$ cat src/rtl/prefetch_ar_arbiter.sv
// prefetch_ar_arbiter: single-outstanding AR arbiter between demand and prefetch
// requesters, with starvation protection and a prefetch outstanding window.
`default_nettype none

module prefetch_ar_arbiter #(
  parameter int ADDR_BITS       = 64,
  parameter int BURST_LEN_WIDTH = 8,
  parameter int TID_WIDTH       = 8,
  parameter int LOG_QUEUE_SIZE  = 6,
  parameter int STARVE_LIMIT    = 4
) (
  input  logic                       clk,
  input  logic                       reset,
  input  logic                       en,
  input  logic                       ctrlFlush,
  input  logic                       d_valid,
  output logic                       d_ready,
  input  logic [ADDR_BITS-1:0]       d_addr,
  input  logic [BURST_LEN_WIDTH-1:0] d_len,
  input  logic [TID_WIDTH-1:0]       d_id,
  input  logic                       p_valid,
  output logic                       p_ready,
  input  logic [ADDR_BITS-1:0]       p_addr,
  input  logic [BURST_LEN_WIDTH-1:0] p_len,
  input  logic [TID_WIDTH-1:0]       p_id,
  output logic                       m_ar_valid,
  input  logic                       m_ar_ready,
  output logic [ADDR_BITS-1:0]       m_ar_addr,
  output logic [BURST_LEN_WIDTH-1:0] m_ar_len,
  output logic [TID_WIDTH-1:0]       m_ar_id,
  output logic                       m_ar_is_pf,
  input  logic                       pf_done,
  input  logic [LOG_QUEUE_SIZE:0]    windowSize,
  output logic [LOG_QUEUE_SIZE:0]    pf_outstanding
);

  localparam int CW = LOG_QUEUE_SIZE + 1;
  localparam int SW = (STARVE_LIMIT < 1) ? 1 : $clog2(STARVE_LIMIT + 1);
  localparam logic [SW-1:0] C_STARVE_MAX = SW'(STARVE_LIMIT);

  typedef enum logic [1:0] {
    IDLE    = 2'd0,
    ISSUE_D = 2'd1,
    ISSUE_P = 2'd2
  } state_t;

  state_t                     r_state;
  state_t                     w_next;
  logic [SW-1:0]              r_starve;
  logic [CW-1:0]              r_cnt;
  logic [ADDR_BITS-1:0]       r_addr;
  logic [BURST_LEN_WIDTH-1:0] r_len;
  logic [TID_WIDTH-1:0]       r_id;
  logic                       r_is_pf;
  logic                       w_pf_elig;
  logic                       w_starved;
  logic                       w_grant_d;
  logic                       w_grant_p;
  logic                       w_hs;
  logic                       w_inc;
  logic                       w_dec;

  assign w_pf_elig = p_valid && !ctrlFlush && (r_cnt < windowSize);
  assign w_starved = (r_starve >= C_STARVE_MAX);

  always_comb begin
    w_next    = r_state;
    w_grant_d = 1'b0;
    w_grant_p = 1'b0;
    case (r_state)
      IDLE: begin
        if (en && !reset) begin
          // An eligible prefetch passed over STARVE_LIMIT times takes priority.
          if (d_valid && !(w_pf_elig && w_starved)) begin
            w_grant_d = 1'b1;
            w_next    = ISSUE_D;
          end else if (w_pf_elig) begin
            w_grant_p = 1'b1;
            w_next    = ISSUE_P;
          end
        end
      end
      ISSUE_D, ISSUE_P: begin
        if (m_ar_ready) w_next = IDLE;
      end
      default: w_next = IDLE;
    endcase
  end

  assign d_ready        = w_grant_d;
  assign p_ready        = w_grant_p;
  assign m_ar_valid     = (r_state != IDLE) && !reset;
  assign m_ar_is_pf     = r_is_pf && m_ar_valid;
  assign m_ar_addr      = r_addr;
  assign m_ar_len       = r_len;
  assign m_ar_id        = r_id;
  assign pf_outstanding = r_cnt;

  assign w_hs  = m_ar_valid && m_ar_ready;
  assign w_inc = w_hs && r_is_pf;
  assign w_dec = pf_done && (r_cnt != '0);

  always_ff @(posedge clk) begin
    if (reset) begin
      r_state  <= IDLE;
      r_starve <= '0;
      r_cnt    <= '0;
      r_addr   <= '0;
      r_len    <= '0;
      r_id     <= '0;
      r_is_pf  <= 1'b0;
    end else begin
      r_state <= w_next;
      if (w_grant_p) begin
        r_addr  <= p_addr;
        r_len   <= p_len;
        r_id    <= p_id;
        r_is_pf <= 1'b1;
      end else if (w_grant_d) begin
        r_addr  <= d_addr;
        r_len   <= d_len;
        r_id    <= d_id;
        r_is_pf <= 1'b0;
      end
      if (ctrlFlush || w_grant_p) begin
        r_starve <= '0;
      end else if (w_grant_d && w_pf_elig && !w_starved) begin
        r_starve <= r_starve + SW'(1);
      end
      if (w_inc && !w_dec) begin
        r_cnt <= r_cnt + CW'(1);
      end else if (w_dec && !w_inc) begin
        r_cnt <= r_cnt - CW'(1);
      end
    end
  end

endmodule

`default_nettype wire

$ cat config.mk
export PLATFORM = sky130hd
export DESIGN_NAME = prefetch_ar_arbiter
export DESIGN_NICKNAME = d
export VERILOG_FILES = /design/src/rtl/prefetch_ar_arbiter.sv
export SDC_FILE = /design/constraint.sdc
export NUM_CORES = 1
export LEC_CHECK = 0
export CORE_UTILIZATION = 43
export CTS_CLUSTER_SIZE = 8
export DETAILED_ROUTE_END_ITERATION = 10
export GPL_ROUTABILITY_DRIVEN = 0
export PLACE_DENSITY = 0.82
export SYNTH_ARGS = -nofsm -noshare
export SYNTH_HDL_FRONTEND = slang
export SYNTH_SLANG_ARGS = --single-unit
$ cat constraint.sdc
create_clock -name clk -period 3.3 [get_ports clk]
set_input_delay 0.825 -clock clk [delete_from_list [all_inputs] [get_ports clk]]
set_output_delay 0.825 -clock clk [all_outputs]
set_load 0.05 [all_outputs]
[Yosys cells after proc, flatten, opt, wreduce, memory -nomap -nowiden]
Index checks and enable logic that the tools add are counted.
Storage, ports and cells
  bits in registers: 93
  input port bits: 175
  output and inout port bits: 91
  word-level logic and storage cells: 68
Operators by class
  $add $sub $neg: 3
  magnitude comparators: 2
  eq/ne operators: 5
  muxes and demuxes: 22
  reductions and logical operators: 29
Operator list (count)
  $mux W64: 2
  $mux W8: 4
  $logic_and A1 B1 Y1: 14
  $mux W7: 2
  $mux W1: 9
  $mux W2: 4
  $add A7 B1 Y7 const B: 1
  $lt A7 B7 Y1: 1
  $reduce_bool A7 Y1: 1
  $sub A7 B1 Y7 const B: 1
  $logic_not A1 Y1: 6
  $reduce_bool A2 Y1: 3
  $ne A2 B2 Y1 const B: 2
  $pmux W2 S2: 1
  $reduce_or A2 Y1: 2
  $add A3 B1 Y3 const B: 1
  $ge A3 B3 Y1 const B: 1
  $ne A3 B3 Y1 const B: 1
  $reduce_and A3 Y1: 1
  $eq A2 B1 Y1 const B: 1
  $eq A2 B2 Y1 const B: 1
  $logic_not A2 Y1: 1
  $logic_or A1 B1 Y1: 1

[Logic depth before layout (Yosys ltp)]
Gate-level depths: netlist of the first run.
  depth in word-level cells: 11
  depth in mapped cells: 12
  gate-level depth less buffers: 12

[Worst setup path after synthesis of the first run]
OpenSTA, ideal clock, no wires.
  path type: input-to-reg
  from: input port reset
  to: register r_cnt[6], in the netlist pf_outstanding[6]
  library setup time: 0.131 ns
  arrival: 3.554 ns
  required time: 3.169 ns
  slack: -0.386 ns
  stages on the path: 11
  buffers on the path: 1
  cell sequence: buf_2 > nor2_1 > and3_1 > ha_1 > inv_1 > ha_1 > or4_1 > a311o_1 > o311ai_1 > xnor2_1 > nor2_1
On the way
  cells in the longest elaborated chain, start to end: 7
  elaborated cells on any way between the ends: 9
  classes of those cells: mux: 1; reduce/logical: 8
RTL lines
  start, declared: RTL line 13  | input logic reset,
  $logic_not A1 Y1 (*): RTL line 92  | assign m_ar_valid = (r_state != IDLE) && !reset;
  $logic_and A1 B1 Y1 (*): RTL line 92
  net m_ar_valid: RTL line 26  | output logic m_ar_valid,
  $logic_and A1 B1 Y1 (*): RTL line 99  | assign w_hs = m_ar_valid && m_ar_ready;
  $logic_and A1 B1 Y1 (*): RTL line 100  | assign w_inc = w_hs && r_is_pf;
  $logic_not A1 Y1: RTL line 132  | end else if (w_dec && !w_inc) begin
  $logic_and A1 B1 Y1: RTL line 132
  $reduce_bool A2 Y1 (no line)
  end signal, assigned: RTL line 131  | r_cnt <= r_cnt + CW'(1);
  end signal, assigned: RTL line 133  | r_cnt <= r_cnt - CW'(1);
  end, declared: RTL line 50  | logic [CW-1:0] r_cnt;
The timed path passes the listed nets; every way through them passes the cells marked *.
A chain may end at the register's enable or synchronous reset.

[Final worst setup path of the first run]
  from: input port windowSize[0]
  to: output port p_ready
On the way
  cells in the longest elaborated chain, start to end: 8
  elaborated cells on any way between the ends: 9
  classes of those cells: order compare: 1; mux: 4; reduce/logical: 4
RTL lines
  start, declared: RTL line 33  | input logic [LOG_QUEUE_SIZE:0] windowSize,
  $lt A7 B7 Y1 (*): RTL line 63  | assign w_pf_elig = p_valid && !ctrlFlush && (r_cnt < windowSize);
  $logic_and A1 B1 Y1 (*): RTL line 63
  $logic_and A1 B1 Y1: RTL line 74  | if (d_valid && !(w_pf_elig && w_starved)) begin
  $logic_not A1 Y1: RTL line 74
  $logic_and A1 B1 Y1: RTL line 74
  $mux W1 (*): RTL line 74
  $mux W1 (*): RTL line 72  | if (en && !reset) begin
  $mux W1 (*): RTL line 70  | case (r_state)
  end, declared: RTL line 22  | output logic p_ready,
Every way passes the cells marked *; elsewhere a longest branch is shown, timed or not.

==> reports/qor.txt, run 1 <==
CP Max Fanout -> 3
Number of routed nets with antenna violations -> 0
Syn Inst Count -> 622
Seq/Total Area, Yosys -> 31.4%
Crit path DAT -> 2360 ps
Num CTS Buffers -> 9
Met2 Wirelength -> 10500 um
Row count -> 42
Synthesized flop and latch total -> 93
Worst VDD drop -> 0.000543 V
Post-synth top area share -> 31.4%
Top Layer Used -> met4
CTS root buffer -> clkbuf_16
Design area -> 0.00902 mm2
CTS Hold Bufs -> 0
Post-layout power -> 4.50 mW
Yosys cell types -> 50
CP Class -> in -> out
Remaining DRCs -> 0
Die footprint -> 0.0142 mm2
Synth top area cells -> dfxtp_1 (31%), a2111oi_2 (14%), nor4b_1 (12%)
Clk Latency, worst-skew pair -> 350 ps
Slew @ Worst Pin -> 887 ps
Max-slew violations -> 0
Core area -> 0.0133 mm2
Placed Instances -> 997
Most common library cells after synthesis -> dfxtp_1 (93), a211oi_1 (82), nor3_1 (81), nor4b_1 (81), a2111oi_2 (56)
Avg Inst Size Synth -> 9.52 um2
I/O pins -> 266
Remaining Overflow, GRT -> 0
Fraction of layout instances using a drive strength above 1 -> 15.7%
WL final -> 21300 um
Syn. warnings -> 0
Net Count, Synth -> 813
Fmax -> 0.314 GHz
Depth of the worst hold-timing path -> 2
Initial antenna violation count -> 0
Async SR Flop Fraction -> 0%
Leak Pwr -> 2.76 nW
Finished Core Util -> 67.6%
Clk slew on worst S/H paths -> 60 ps
Clock skew -> 7.12 ps
Placed Area -> 0.00860 mm2
Clock Path Buffers -> 2
Critical path endpoint category -> primary output
Number of synthesized flops with an enable pin -> 0
DP HPWL -> 13800 um
RSZ-0062 raised after global routing -> no
Final period util -> 96.6%
Final Hold Vio Count -> 0
Vias -> 6510
Largest area contributor in the netlist -> dfxtp_1
Status -> finished, final reports clean
Hold WC Path Type -> reg -> reg
Initial DRC count -> 688
Minimum clock period -> 3190 ps
CP Data Required Time -> 2470 ps
CTS tree -> yes
Antenna Cells -> 0
R2r worst-path depth -> 10
Wl on met1 -> 8500 um
Starting Density -> 44.4%
Port Buf Inserts -> 265
H-Tree Level Count -> 3
Post-Layout Cell Count -> 1016
Dpl ws -> -292 ps
Vias per inst -> 6.41
Global-route wire length before repair -> 33400 um
Setup TNS -> 0 ps
MaxCap Viol Count -> 0
Final nets -> 1027
Final worst slack -> 111 ps
CP max-delay cell -> clkdlybuf4s50_1
Cell Pwr Density -> 499 mW/mm2
Final count of negative-setup-slack endpoints -> 0
Drt wl/cell -> 21.0 um
Reg-to-reg slack, setup -> 220 ps
Crit path launch type -> primary input
CP Cell Sequence -> clkdlybuf4s50_1 -> nand2b_1 -> a211o_4 -> a21o_4 -> nor2_4 -> and2_4 -> buf_12
Critical path's largest stage delay -> 460 ps
Vert. Die Dim -> 119 um
Post-synth top flop -> dfxtp_1
Chip width -> 119 um
GRT Util Overall -> 29.0%
Largest net degree at the start of global routing -> 85
Mapped cell area -> 0.00592 mm2
Hold Slack -> 521 ps
Vias in the first global route -> 6449
CTS sink cnt -> 93
Relative slew margins -> 40.9%
Most frequent cell after synthesis -> dfxtp_1
Met3 WL post-DR -> 1610 um
DR pass1 iterations -> 5
Synth-to-Final Area Change -> 52.3%
[per-layer routing]
| metal | GRT usage [%] | vias to the layer above |
|---|---|---|
| met5 | 0 | - |
| met4 | 14.0 | 0 |
| met3 | 5.89 | 51 |
| met2 | 49.5 | 351 |
| met1 | 34.6 | 3140 |
| li1 | - | 2968 |
[area by class of cell]
class                      instances  area, um2
clock buffer                      14        254
clock inverter                     1       7.51
fill                            1011       4330
inverter                          15       56.3
multi-input combinational        423       3690
sequential                        93       1860
tap                              176        220
timing repair buffer             294       2930
[sequential cells by signal, indices dropped and copies added, names as in the netlist]
register and cells:
r_starve 3, m_ar_id 8, m_ar_addr 64, pf_outstanding 7
r_is_pf 1, r_state 2, m_ar_len 8
[cell usage in the layout, fill, tap and decap left out, drive strengths merged, types with 2 or more instances in the layout]
cell type and count:
nor2b 2, a21o 3, dlygate4sd2 4, and3 2, dlymetal6s2s 2, and2 5
ha 15, clkbuf 14, xor2 2, nor2 8, nand4 4, inv 15
nor4b 81, nand2 11, nor3 81, or4 2, o21ai 7, buf 35
xnor2 3, clkdlybuf4s50 253, o211ai 2, a2111oi 80, a21oi 11, dfxtp 93
a211oi 82, nand2b 3
[timing repair]
action / 4_1_cts / 5_1_grt
pin swaps: 10 / 6
resized for setup: 25 / 8
buffers inserted: 2 / 2
cloned: 0 / 0
setup endpoints to repair: 2 / 8
[final timing paths]
path,startpoint,to
max reg2reg,pf_outstanding[2],pf_outstanding[6]
min reg2reg,r_starve[0],r_starve[0]
min,r_starve[0],r_starve[0]
max,windowSize[0],p_ready
[kinds of logic (layout without fill, tap and decap cells)]
family	count (synthesis)	count (layout)	share of synthesized area, %
and+or+nand+nor	205	205	22.8
AOI/OAI and AO/OA	196	196	32.7
buffers and inverters	106	324	8.66
DFF	93	93	31.4
adders and majority gates	16	16	3.51
xor gates and xnor gates	5	5	0.739
muxes	1	1	0.169
[critical path: cells and delay by family]
family	cells	cell delay (ps)
and+or+nand+nor	3	340
buffers and inverters	2	590
AOI/OAI and AO/OA	2	610
[report_power, final]
part | internal (mW) | total [mW] | switching, mW
registers | 1.26 | 1.38 | 0.126
clock network | 0.530 | 0.974 | 0.445
logic | 0.895 | 2.14 | 1.25
(Power assumes the default switching activity.)
==> inputs of run 2 (changes only) <==
--- a/config.mk
+++ b/config.mk
@@ -5,7 +5,10 @@
 export SDC_FILE = /design/constraint.sdc
 export NUM_CORES = 1
 export LEC_CHECK = 0
+export CAP_MARGIN = 25
+export CORE_MARGIN = 8
 export CORE_UTILIZATION = 43
+export CTS_CLUSTER_DIAMETER = 40
 export CTS_CLUSTER_SIZE = 8
 export DETAILED_ROUTE_END_ITERATION = 10
 export GPL_ROUTABILITY_DRIVEN = 0
==> reports/qor.txt, run 2 (synthesis results as in run 1) <==
Status -> finished, final reports clean
CTS tree -> yes
Number of flip-flops in the largest register -> 64 (unchanged)
CP Class -> in -> out
Crit path DAT -> 2420 ps (+60 ps)
Slew @ Worst Pin -> 1110 ps (+219 ps)
CTS sink cnt -> 93 (unchanged)
CP Cell Sequence -> clkdlybuf4s50_1 -> inv_1 -> ha_2 -> a211o_4 -> a21o_4 -> nor2_4 -> and2_4 -> buf_12
Vias -> 6617 (+1.6%)
Row count -> 43 (+2.4%)
Minimum clock period -> 3250 ps (+57.0 ps)
Cell family with most CP delay -> buffers and inverters
Number of routed nets with antenna violations -> 0 (unchanged)
Crit path launch type -> primary input
Die footprint -> 0.0178 mm2 (+25%)
Initial antenna violation count -> 2 (+2)
Core area -> 0.0137 mm2 (+2.4%)
Vias per inst -> 6.48 (+1.1%)
Critical path's largest stage delay -> 450 ps (about the same)
Buffer and inverter count on the worst path -> 3 (+1)
CP max-delay cell -> clkdlybuf4s50_1
Finished Core Util -> 66.0% (-1.6 points)
Critical path endpoint category -> primary output
GRT Util Overall -> 24.6% (-4.4 points)
Depth of the worst hold-timing path -> 2 (unchanged)
Largest net degree at the start of global routing -> 87 (+2.4%)
Max-slew violations -> 0 (unchanged)
Worst VDD drop -> 0.000468 V (-14%)
CP Max Fanout -> 3 (unchanged)
Commonest cells after routing, fill and taps aside -> clkdlybuf4s50_1 (254), dfxtp_1 (93), nor3_1 (81), a211oi_1 (81), nor4b_1 (81)
H-Tree Level Count -> 3 (unchanged)
CP Data Required Time -> 2470 ps (about the same)
Num CTS Buffers -> 9 (unchanged)
MaxCap Viol Count -> 0 (unchanged)
CTS Hold Bufs -> 0 (unchanged)
Fraction of layout instances using a drive strength above 1 -> 15.7% (unchanged)
I/O pins -> 266 (unchanged)
RSZ-0062 raised after global routing -> no
Remaining DRCs -> 0 (unchanged)
Commonest non-fill, non-tap cell in the layout -> clkdlybuf4s50_1
R2r worst-path depth -> 10 (unchanged)
Hold WC Path Type -> reg -> reg
Placed Instances -> 1001 (+0.40%)
Starting Density -> 43.3% (-1.0 points)
Final Hold Vio Count -> 0 (unchanged)
Fmax -> 0.308 GHz (-1.8%)
Vert. Die Dim -> 133 um (+12%)
Global-route wire length before repair -> 36100 um (+8.0%)
Relative slew margins -> 26.3% (-15 points)
Vias in the first global route -> 6719 (+4.2%)
DP HPWL -> 15200 um (+9.9%)
Remaining Overflow, GRT -> 0 (unchanged)
Initial DRC count -> 545 (-21%)
Leak Pwr -> 2.75 nW (-0.18%)
CTS root buffer -> clkbuf_16
Drt wl/cell -> 22.7 um (+7.9%)
DR pass1 iterations -> 7 (+2)
Cell Pwr Density -> 497 mW/mm2 (-0.36%)
Final nets -> 1026 (-0.097%)
Clock Path Buffers -> 2 (unchanged)
Chip width -> 133 um (+12%)
Port Buf Inserts -> 265 (unchanged)
Clock skew -> 9.05 ps (+1.93 ps)
Post-Layout Cell Count -> 1021 (+0.49%)
WL final -> 23100 um (+8.4%)
Final count of negative-setup-slack endpoints -> 0 (unchanged)
Synth-to-Final Area Change -> 52.3% (unchanged)
Clk Latency, worst-skew pair -> 340 ps (about the same)
Clk slew on worst S/H paths -> 60 ps (about the same)
Critical path depth -> 8 (+1)
Final period util -> 98.4% (+1.7 points)
-- run 2: changes by cell type in the layout (fill, tap and decap cells not counted), moves of 2 or more --
cell / before / now
clkbuf_1: 4 / 2
clkinv_2: 0 / 4
buf_4: 27 / 24
buf_6: 1 / 3
-- run 2: area by class of cell --
| class | instances | area [um2] |
|---|---|---|
| sequential | 93 | 1860 |
| inverter | 15 | 56.3 |
| antenna | 1 | 2.50 |
| fill | 1081 | 4650 |
| clock inverter | 5 | 27.5 |
| clock buffer | 11 | 233 |
| tap | 180 | 225 |
| timing repair buffer | 293 | 2930 |
| multi-input combinational | 423 | 3680 |
-- run 2: worst min-delay path: cells and delay by family, from the launching register on --
family | cells | cell delay, ps
compound gates | 2 | 130
flops | 1 | 320
-- run 2: final timing paths --
| path | from | to | slack [ps] |
|---|---|---|---|
| setup / recovery | windowSize[2] | p_ready | 50 |
| hold / removal | r_starve[1] | r_starve[1] | 500 |
| setup reg to reg | pf_outstanding[2] | pf_outstanding[6] | 170 |
| hold reg to reg | r_starve[1] | r_starve[1] | 500 |
-- run 2: power by group --
group / internal [mW] / switching [mW] / leakage [nW]
Clock: 0.507 / 0.449 / 0.129
Combinational: 0.896 / 1.25 / 1.86
Sequential: 1.26 / 0.122 / 0.762
-- run 2: per-stage QoR --
step	cell area (um2)	setup WS, ps	setup TNS, ps	power [mW]	hold slack (ps)
detailed placement	8620	-452	-25500	3.45	490
CTS	8990	7.85	0	4.47	498
global placement	8620	-265	-19030	3.39	472
global route	9020	6.63	0	4.69	542
finish	9020	53.6	0	4.48	495
floorplan	5940	-9.64	-16.4	2.73	460
-- run 2: what timing repair did --
item / CTS / global route
buffers inserted: 2 / 1
pin swaps: 11 / 3
gates resized for setup: 24 / 6
setup endpoints to repair: 15 / 13
-- run 2: routing by layer --
layer	GRT usage (%)	vias to the layer above	share of wire (%)
met5	0	-	0.073
met4	13.4	2	4.6
met3	6.33	72	7.8
met2	40.4	341	48
met1	28.7	3241	40
li1	-	2961	-
==> inputs of run 3 (changes only) <==
--- a/config.mk
+++ b/config.mk
@@ -13,6 +13,7 @@
 export DETAILED_ROUTE_END_ITERATION = 10
 export GPL_ROUTABILITY_DRIVEN = 0
 export PLACE_DENSITY = 0.82
+export SLEW_MARGIN = 20
 export SYNTH_ARGS = -nofsm -noshare
 export SYNTH_HDL_FRONTEND = slang
 export SYNTH_SLANG_ARGS = --single-unit
==> results of run 3 <==
The final DEF is identical to that of run 2; final timing and power are the same.
==> edit (settings of run 2) <==
The parameter `ADDR_BITS` goes from 64 to 56.
--- a/src/rtl/prefetch_ar_arbiter.sv
+++ b/src/rtl/prefetch_ar_arbiter.sv
@@ -5,3 +5,3 @@
 module prefetch_ar_arbiter #(
-  parameter int ADDR_BITS       = 64,
+  parameter int ADDR_BITS       = 56,
   parameter int BURST_LEN_WIDTH = 8,
Ports: changed (resized d_addr, m_ar_addr and p_addr); port bits go from 266 to 242. The function was not compared with the original's and may differ.
==> edit against run 2 <==
Design area fell by 18%. Area after synthesis fell by 23%. Wire length fell by 29%. Power fell by 20%. Clock power fell by 21%. Worst setup slack improved by 0.010 ns. Sequential cell count fell by 8. Worst hold slack got worse by 0.0078 ns. Utilization rose by 5.7 points. Die area fell by 20%. Highest routed layer is now met4.
==> edit: results (changes against run 2) <==
| Metric | Value |
|---|---|
| Switching share of power | 37.7% (was 40.6%) |
| CP max FO | 2 (was 3) |
| Post-Route Skew | 0.00480 ns (was 0.00905 ns) |
| Largest net degree at the start of global routing | 75 (was 87) |
| Vias | 4797 (was 6617) |
| Main area contributors after synthesis | dfxtp_1, a311oi_2, nand2_1 (was dfxtp_1, a2111oi_2, nor4b_1) |
| Max reg flops | 56 (was 64) |
| Layout cells sized above 1 | 15.6% (was 15.7%) |
| Ant diodes | 0 (was 1) |
| Worst-Margin Slew | 0.903 ns (was 1.11 ns) |
| Nets | 935 (was 1026) |
| Pre-antenna DRT Iters | 5 (was 7) |
| Total track usage | 22.3% (was 24.6%) |
| Initial DRC count | 337 (was 545) |
| Outcome | finished clean (unchanged) |
| Max VDD drop | 0.290 mV (was 0.468 mV) |
| PortBufs | 241 (was 265) |
| Reg clk slew, reported paths | 0.08 ns (was 0.06 ns) |
| Leakage dissipation | 2.74 nW (was 2.75 nW) |
| Antenna violations before repair | 0 (was 2) |
| Worst hold path class | reg2reg (unchanged) |
| Vias in the first global route | 4968 (was 6719) |
| Pre-CTS setup slack | -0.0900 ns (was -0.452 ns) |
| First-pass GRT wire length | 26000 um (was 36100 um) |
| CTS Buffer Depth | 2 (unchanged) |
| Routed Wire Length | 16400 um (was 23100 um) |
| Seq/Total Area, Yosys | 37.1% (was 31.4%) |
| CTS Root Cell | clkbuf_8 (was clkbuf_16) |
| Placed inst area | 7110 um2 (was 8620 um2) |
| Commonest cells in the netlist | nand2_1, dfxtp_1, nor2_1, a311oi_2 (was dfxtp_1, a211oi_1, nor3_1, nor4b_1, a2111oi_2) |
| DP Wirelength | 12400 um (was 15200 um) |
| Syn nets | 701 (was 813) |
-- edit: cell types whose count changed after synthesis, moves of 8 or more --
cell              run 2  this run
nor3_1               81         1
a2111oi_1            18         0
dfxtp_1              93        85
nor2_1                7        78
nand2_1              11       155
nor4b_1              81         1
clkbuf_1             54        11
a211oi_1             82         1
a2111oi_2            56         0
a311oi_1              1        13
a311oi_2              0        60
-- edit: cells by family after synthesis --
group / after synthesis / synth area share, %
and+or+nand+nor: 254 / 22.2
AOI/OAI and AO/OA: 104 / 27.2
DFF: 85 / 37.1
buffers and inverters: 59 / 7.36
adders and majority gates: 16 / 4.53
xor gates and xnor gates: 6 / 1.15
muxes: 2 / 0.436
-- edit: worst paths after layout --
path                                          end              start  slack (ns)  cells after the start
worst min-delay path                      r_is_pf            r_is_pf        0.49                      2
worst min register to register            r_is_pf            r_is_pf        0.49                      2
worst max-delay path                      d_ready      windowSize[5]        0.06                      8
worst max register to register  pf_outstanding[6]  pf_outstanding[3]        0.28                     10
-- edit: worst register-to-register path: stages (launching register included) --
cell and delay (ns):
dfxtp_1 0.38, or4_1 0.50, o41ai_1 0.29, ha_1 0.24, inv_1 0.13, ha_1 0.24, or4_1 0.50, a311o_1 0.28
o311ai_0 0.11, xnor2_1 0.17, nor2_1 0.05
-- edit: timing repair --
action	4_1_cts	5_1_grt
setup buffers	3	1
endpoints found under the setup margin	2	2
gates resized for setup	3	9
pin swaps	2	5
-- edit: power by group through the flow --
| stage | sequential [mW] | clock, mW | combinational, mW |
|---|---|---|---|
| 6_report | 1.22 | 0.751 | 1.63 |
| 5_1_grt | 1.24 | 0.822 | 1.74 |
| 4_1_cts | 1.22 | 0.769 | 1.61 |
| 3_5_place_dp | 1.24 | 0 | 1.59 |
| 3_3_place_gp | 1.24 | 0 | 1.54 |
| 2_1_floorplan | 1.59 | 0 | 0.626 |
-- edit: layout make-up --
type / instances / area [um2]
inverters: 16 / 60.1
clock inverters: 1 / 30.0
clock buffers: 14 / 163
repair buffers: 266 / 2650
multi-input cells: 382 / 2630
flip-flops and latches: 85 / 1700
fillers: 777 / 2920
well taps: 136 / 170
-- edit: metal layers --
layer / share of wire (%) / routed length (um) / track usage (%)
met1: 40 / 6530 / 23.9
met2: 49 / 7980 / 38.1
met3: 7.7 / 1250 / 7.18
met4: 3.7 / 612 / 12.2
met5: 0 / 0 / 0
-- edit: stage by stage --
step	std cells	power [mW]
6_report	900	3.60
3_5_place_dp	881	2.83
5_1_grt	900	3.80
3_3_place_gp	881	2.77
2_1_floorplan	526	2.21
4_1_cts	899	3.60
